### config.mk
export PLATFORM = sky130hd
export DESIGN_NAME = muldiv_unit
export DESIGN_NICKNAME = d
export VERILOG_FILES = /design/src/rtl/muldiv_unit.sv
export SDC_FILE = /design/constraint.sdc
export NUM_CORES = 1
export LEC_CHECK = 0
export CAP_MARGIN = 20
export CORE_MARGIN = 10
export CORE_UTILIZATION = 53
export DETAILED_ROUTE_END_ITERATION = 7
export GPL_TIMING_DRIVEN = 0
export PLACE_DENSITY = 0.79
export SLEW_MARGIN = 20
export SYNTH_ARGS = -nofsm -noshare
export SYNTH_HDL_FRONTEND = slang
export SYNTH_SLANG_ARGS = --single-unit
### constraint.sdc
create_clock -name clk -period 5.5 [get_ports clk]
set_input_delay 1.1 -clock clk [delete_from_list [all_inputs] [get_ports clk]]
set_output_delay 1.1 -clock clk [all_outputs]
set_load 0.02 [all_outputs]
### src/rtl/muldiv_unit.sv
// Iterative multiply/divide unit with HI/LO registers, driven by R-type funct codes.
// Optional build macro MULDIV_CANCEL_EN adds a cancel input that aborts an in-flight op.
module muldiv_unit #(
    parameter int unsigned WIDTH = 32
) (
    input  logic             clk,
    input  logic             reset,
    input  logic             start,
    input  logic [5:0]       funct,
    input  logic [WIDTH-1:0] a,
    input  logic [WIDTH-1:0] b,
`ifdef MULDIV_CANCEL_EN
    input  logic             cancel,
`endif
    output logic             busy,
    output logic             done,
    output logic [WIDTH-1:0] hi,
    output logic [WIDTH-1:0] lo,
    output logic [WIDTH-1:0] rdata,
    output logic             dz
);

    localparam int unsigned CW = (WIDTH > 2) ? $clog2(WIDTH) : 1;

    localparam logic [5:0] F_MFHI  = 6'h10;
    localparam logic [5:0] F_MTHI  = 6'h11;
    localparam logic [5:0] F_MTLO  = 6'h13;
    localparam logic [5:0] F_MULT  = 6'h18;
    localparam logic [5:0] F_MULTU = 6'h19;
    localparam logic [5:0] F_DIV   = 6'h1a;
    localparam logic [5:0] F_DIVU  = 6'h1b;

    typedef enum logic [1:0] {IDLE, MUL, DIV, FIX} state_t;

    state_t            state;
    logic [CW-1:0]     cnt;
    logic [WIDTH-1:0]  p_hi;     // partial product high half / division remainder
    logic [WIDTH-1:0]  p_lo;     // multiplier bits / dividend shifting into quotient
    logic [WIDTH-1:0]  mcand;    // multiplicand or divisor magnitude
    logic              neg_q;
    logic              neg_r;
    logic              is_div;
    logic              dz_pend;

    logic              sgn;
    logic [WIDTH-1:0]  a_mag;
    logic [WIDTH-1:0]  b_mag;
    logic [WIDTH:0]    mul_sum;
    logic [WIDTH:0]    div_sh;
    logic [WIDTH:0]    div_diff;
    logic [2*WIDTH-1:0] prod;
    logic              last;
    logic              cancel_hit;

    assign sgn      = (funct == F_MULT) || (funct == F_DIV);
    assign a_mag    = (sgn && a[WIDTH-1]) ? -a : a;
    assign b_mag    = (sgn && b[WIDTH-1]) ? -b : b;
    assign mul_sum  = {1'b0, p_hi} + (p_lo[0] ? {1'b0, mcand} : {(WIDTH+1){1'b0}});
    assign div_sh   = {p_hi, p_lo[WIDTH-1]};
    assign div_diff = div_sh - {1'b0, mcand};
    assign prod     = {p_hi, p_lo};
    assign last     = (cnt == CW'(WIDTH-1));
    assign rdata    = (funct == F_MFHI) ? hi : lo;

`ifdef MULDIV_CANCEL_EN
    assign cancel_hit = cancel && busy;
`else
    assign cancel_hit = 1'b0;
`endif

    always_ff @(posedge clk or posedge reset) begin
        if (reset) begin
            state   <= IDLE;
            cnt     <= '0;
            p_hi    <= '0;
            p_lo    <= '0;
            mcand   <= '0;
            neg_q   <= 1'b0;
            neg_r   <= 1'b0;
            is_div  <= 1'b0;
            dz_pend <= 1'b0;
            busy    <= 1'b0;
            done    <= 1'b0;
            dz      <= 1'b0;
            hi      <= '0;
            lo      <= '0;
        end else begin
            done <= 1'b0;
            if (cancel_hit) begin
                state <= IDLE;
                busy  <= 1'b0;
            end else begin
                case (state)
                    IDLE: begin
                        if (start) begin
                            case (funct)
                                F_MTHI: hi <= a;
                                F_MTLO: lo <= a;
                                F_MULT, F_MULTU: begin
                                    state  <= MUL;
                                    busy   <= 1'b1;
                                    dz     <= 1'b0;
                                    cnt    <= '0;
                                    p_hi   <= '0;
                                    p_lo   <= b_mag;
                                    mcand  <= a_mag;
                                    neg_q  <= sgn && (a[WIDTH-1] ^ b[WIDTH-1]);
                                    neg_r  <= 1'b0;
                                    is_div <= 1'b0;
                                    dz_pend <= 1'b0;
                                end
                                F_DIV, F_DIVU: begin
                                    // zero divisor skips the iterations entirely
                                    state  <= (b == '0) ? FIX : DIV;
                                    busy   <= 1'b1;
                                    dz     <= 1'b0;
                                    cnt    <= '0;
                                    p_hi   <= '0;
                                    p_lo   <= a_mag;
                                    mcand  <= b_mag;
                                    neg_q  <= sgn && (a[WIDTH-1] ^ b[WIDTH-1]);
                                    neg_r  <= sgn && a[WIDTH-1];
                                    is_div <= 1'b1;
                                    dz_pend <= (b == '0);
                                end
                                default: ;
                            endcase
                        end
                    end
                    MUL: begin
                        {p_hi, p_lo} <= {mul_sum, p_lo[WIDTH-1:1]};
                        cnt <= cnt + CW'(1);
                        if (last) state <= FIX;
                    end
                    DIV: begin
                        if (!div_diff[WIDTH]) begin
                            p_hi <= div_diff[WIDTH-1:0];
                            p_lo <= {p_lo[WIDTH-2:0], 1'b1};
                        end else begin
                            p_hi <= div_sh[WIDTH-1:0];
                            p_lo <= {p_lo[WIDTH-2:0], 1'b0};
                        end
                        cnt <= cnt + CW'(1);
                        if (last) state <= FIX;
                    end
                    FIX: begin
                        state <= IDLE;
                        busy  <= 1'b0;
                        done  <= 1'b1;
                        if (dz_pend) begin
                            dz <= 1'b1;
                        end else if (is_div) begin
                            hi <= neg_r ? -p_hi : p_hi;
                            lo <= neg_q ? -p_lo : p_lo;
                        end else begin
                            {hi, lo} <= neg_q ? -prod : prod;
                        end
                    end
                    default: state <= IDLE;
                endcase
            end
        end
    end

endmodule
==> reports/qor.yml <==
tns_ns: 0
met1_usage: 0.461
crit_arrival_ns: 5.45
synth_top_area_frac: 0.281
synth_edf_count: 0
grt_pass1_wl_um: 95500
grt_max_degree: 34
cp_slowest_cell: "dfrtp_1"
cpPeakStageDelay_ns: 0.62
port_buffers: 169
nets: 2355
final_layout_size_suffix_gt1_frac: 0.0437
fin_crit_ns: 5.12
path_max_fanout: 10
use_met3: 0.0875
ios: 172
yosys_warnings: 0
grt_pass1_vias: 15900
overflow: 0
synth_seq_area_share: 0.281
slew_headroom: 0.319
cts_max_path_buffers: 2
die_area_sq_mm: 0.0365
synth_fp_nets: 2159
worstSetupPathType: "flop to flop"
cts_root_buf: "clkbuf_16"
antenna_found_initial: 1
drc_errors: 0
tightest_slew_ns: 1.01
syn_inst: 2009
min_path_type: "flop to flop"
ant_nets: 0
powerDensity_mw_per_mm2: 654
cellLeakagePower_nw: 8.12
vias: 17000
fmaxAchievable_mhz: 195
synth_flop_cell: "dfrtp_1"
cts.sinks: 174
hpwl_um: 50800
maxCapViolCount: 0
cp-start-kind: "flop"
initial_core_util: 0.539
track_usage: 0.338
netlist_area_sq_mm: 0.0155
r2r-end: "p_hi[2]$_DFFE_PP0P_"
cts_hold_buffers: 0
r2r_cells: 14
core.rowCount: 62
timing.rr.start: "p_hi[0]$_DFFE_PP0P_"
core_area_sq_mm: 0.0288
synth_commonest_cells: "nand2_1 (270), o21ai_0 (270), dfrtp_1 (174)"
worstSetupStartpoint: "p_hi[0]$_DFFE_PP0P_"
ys_ff_latch: 174
drtPass1Iterations: 6
routed_wl_um: 63700
cp.required_ns: 5.82
insertion_delay_ns: 0.47
synth_cell_type_count: 69
cp-end-kind: "flop"
crit_path_cell_trace: "inv_1, fa_1, nand2b_1, a21oi_1, o21a_1, a31oi_1, a21oi_1, a31oi_1, mux2i_1, and4_1, clkbuf_1, buf_1, mux2i_1, o21ai_0"
period_share: 0.931
syn_area_per_cell_sq_um: 7.72
top_usage_layer: "met2"
gp_congestion: 1.06
finalMaxSlewViolations: 0
synthTopCellsByArea: "dfrtp_1 (28%), o21ai_0 (8.7%), nand2_1 (6.5%), ha_1 (6.1%), xor2_1 (5.0%)"
path_clk_slew_ns: 0.08
r2r_slack_ns: 0.38
worstSetupEndpoint: "p_hi[2]$_DFFE_PP0P_"
setup_viol: 0
avgViaCountPerCell: 6.52
fin_util: 0.639
diodes: 0
first_iter_violations: 2415
numCtsBuffers: 17
yosys.area.top_type: "dfrtp_1"
status: "completed"
cts_tree: "done"
fin_worst_skew_ns: 0.0147
met2_usage: 0.503
rsz0062_at_grt: "no"
syn_to_final_growth_pct: 18.7
wl_per_cell_um: 24.5
synthArstFlopShare: 1.00
die_x_um: 191
htree_levels: 4
die_y_um: 191
max-vdd-ir-drop_mv: 0.387
final-hold-violation-count: 0
## layer usage
metal  share of wire  vias up
li1                -     7593
met3            0.12      153
met5         0.00028        -
met4           0.039        2
met2            0.42     1077
met1            0.41     8129
## worst min path at each step
stage	start	to	slack, ns	cells past startpoint
final	mcand[12]$_DFFE_PP0P_	mcand[12]$_DFFE_PP0P_	0.49	2
after global routing	mcand[2]$_DFFE_PP0P_	mcand[2]$_DFFE_PP0P_	0.51	2
after CTS	mcand[12]$_DFFE_PP0P_	mcand[12]$_DFFE_PP0P_	0.49	2
after detailed placement	mcand[12]$_DFFE_PP0P_	mcand[12]$_DFFE_PP0P_	0.47	2
after global placement	cnt[4]$_DFFE_PP0P_	cnt[4]$_DFFE_PP0P_	0.46	2
after floorplan	cnt[4]$_DFFE_PP0P_	cnt[4]$_DFFE_PP0P_	0.45	2
## sequential cells by signal (all words and copies together), names as in the netlist
signal,flops
busy,1
is_div,1
dz_pend,1
mcand,32
neg_q,1
lo,32
p_hi,32
p_lo,32
state,2
done,1
hi,32
neg_r,1
dz,1
cnt,5
## report_power, final
part | total (mW) | internal [mW] | switching, mW | leakage [nW]
registers | 2.59 | 1.85 | 0.734 | 2.22
clock network | 1.26 | 0.605 | 0.650 | 0.286
logic | 8.19 | 3.07 | 5.12 | 5.60
total | 12.0 | 5.53 | 6.50 | 8.12
## metrics by stage
step | area (sq um) | hold slack [ns] | worst slack [ns] | power [mW] | std cells
2_1_floorplan | 15500 | 0.445 | 1.91 | 7.67 | 2009
3_3_place_gp | 17700 | 0.461 | -0.135 | 10.3 | 2562
3_5_place_dp | 17800 | 0.471 | 0.203 | 10.5 | 2570
4_1_cts | 18400 | 0.489 | 0.168 | 11.8 | 2602
5_1_grt | 18400 | 0.515 | 0.172 | 12.8 | 2602
6_report | 18400 | 0.486 | 0.378 | 12.0 | 2602
## logic make-up after synthesis
group / synth area share
AO/OA/AOI/OAI: 0.260
XOR/XNOR: 0.0966
adder cells (fa/ha/maj): 0.0631
buffers and inverters: 0.0472
flip-flops: 0.281
multiplexers: 0.0628
AND/OR/NAND/NOR: 0.190
## cell usage in the layout (no fill, tap or decap), drive strengths merged, types with 25 or more instances in the layout
master / instances
nand2: 270
mux2i: 59
o21ai: 272
clkbuf: 131
nand3: 45
nor3: 35
a21o: 40
clkdlybuf4s50: 169
o31ai: 25
inv: 68
ha: 75
buf: 25
xnor2: 83
xor2: 88
nor2: 143
a21oi: 139
a22oi: 54
dfrtp: 174
mux2: 34
## what timing repair did
item                                   4_1_cts  5_1_grt
setup buffers                                0        0
setup endpoints to repair                    0        4
gates resized for setup                      0        2
endpoints found under the hold margin        0        0
## critical path: cells and delay by family, from the launching register on
kind            cells  cell delay, ns
compound gates      6            1.66
simple gates        2            0.40
fa+ha+maj           1            0.49
flops               1            0.62
buf+inv             3            1.20
mux                 2            0.59
## cell type report
type | count | area (sq um)
fill | 2509 | 10400
clock buffer | 17 | 425
clock inverter | 15 | 146
inverter | 61 | 233
timing repair buffer | 177 | 1830
buffer | 131 | 503
multi-input combinational | 1643 | 10400
tap | 384 | 480
sequential | 174 | 4350
Power figures use the tool's default switching activity.
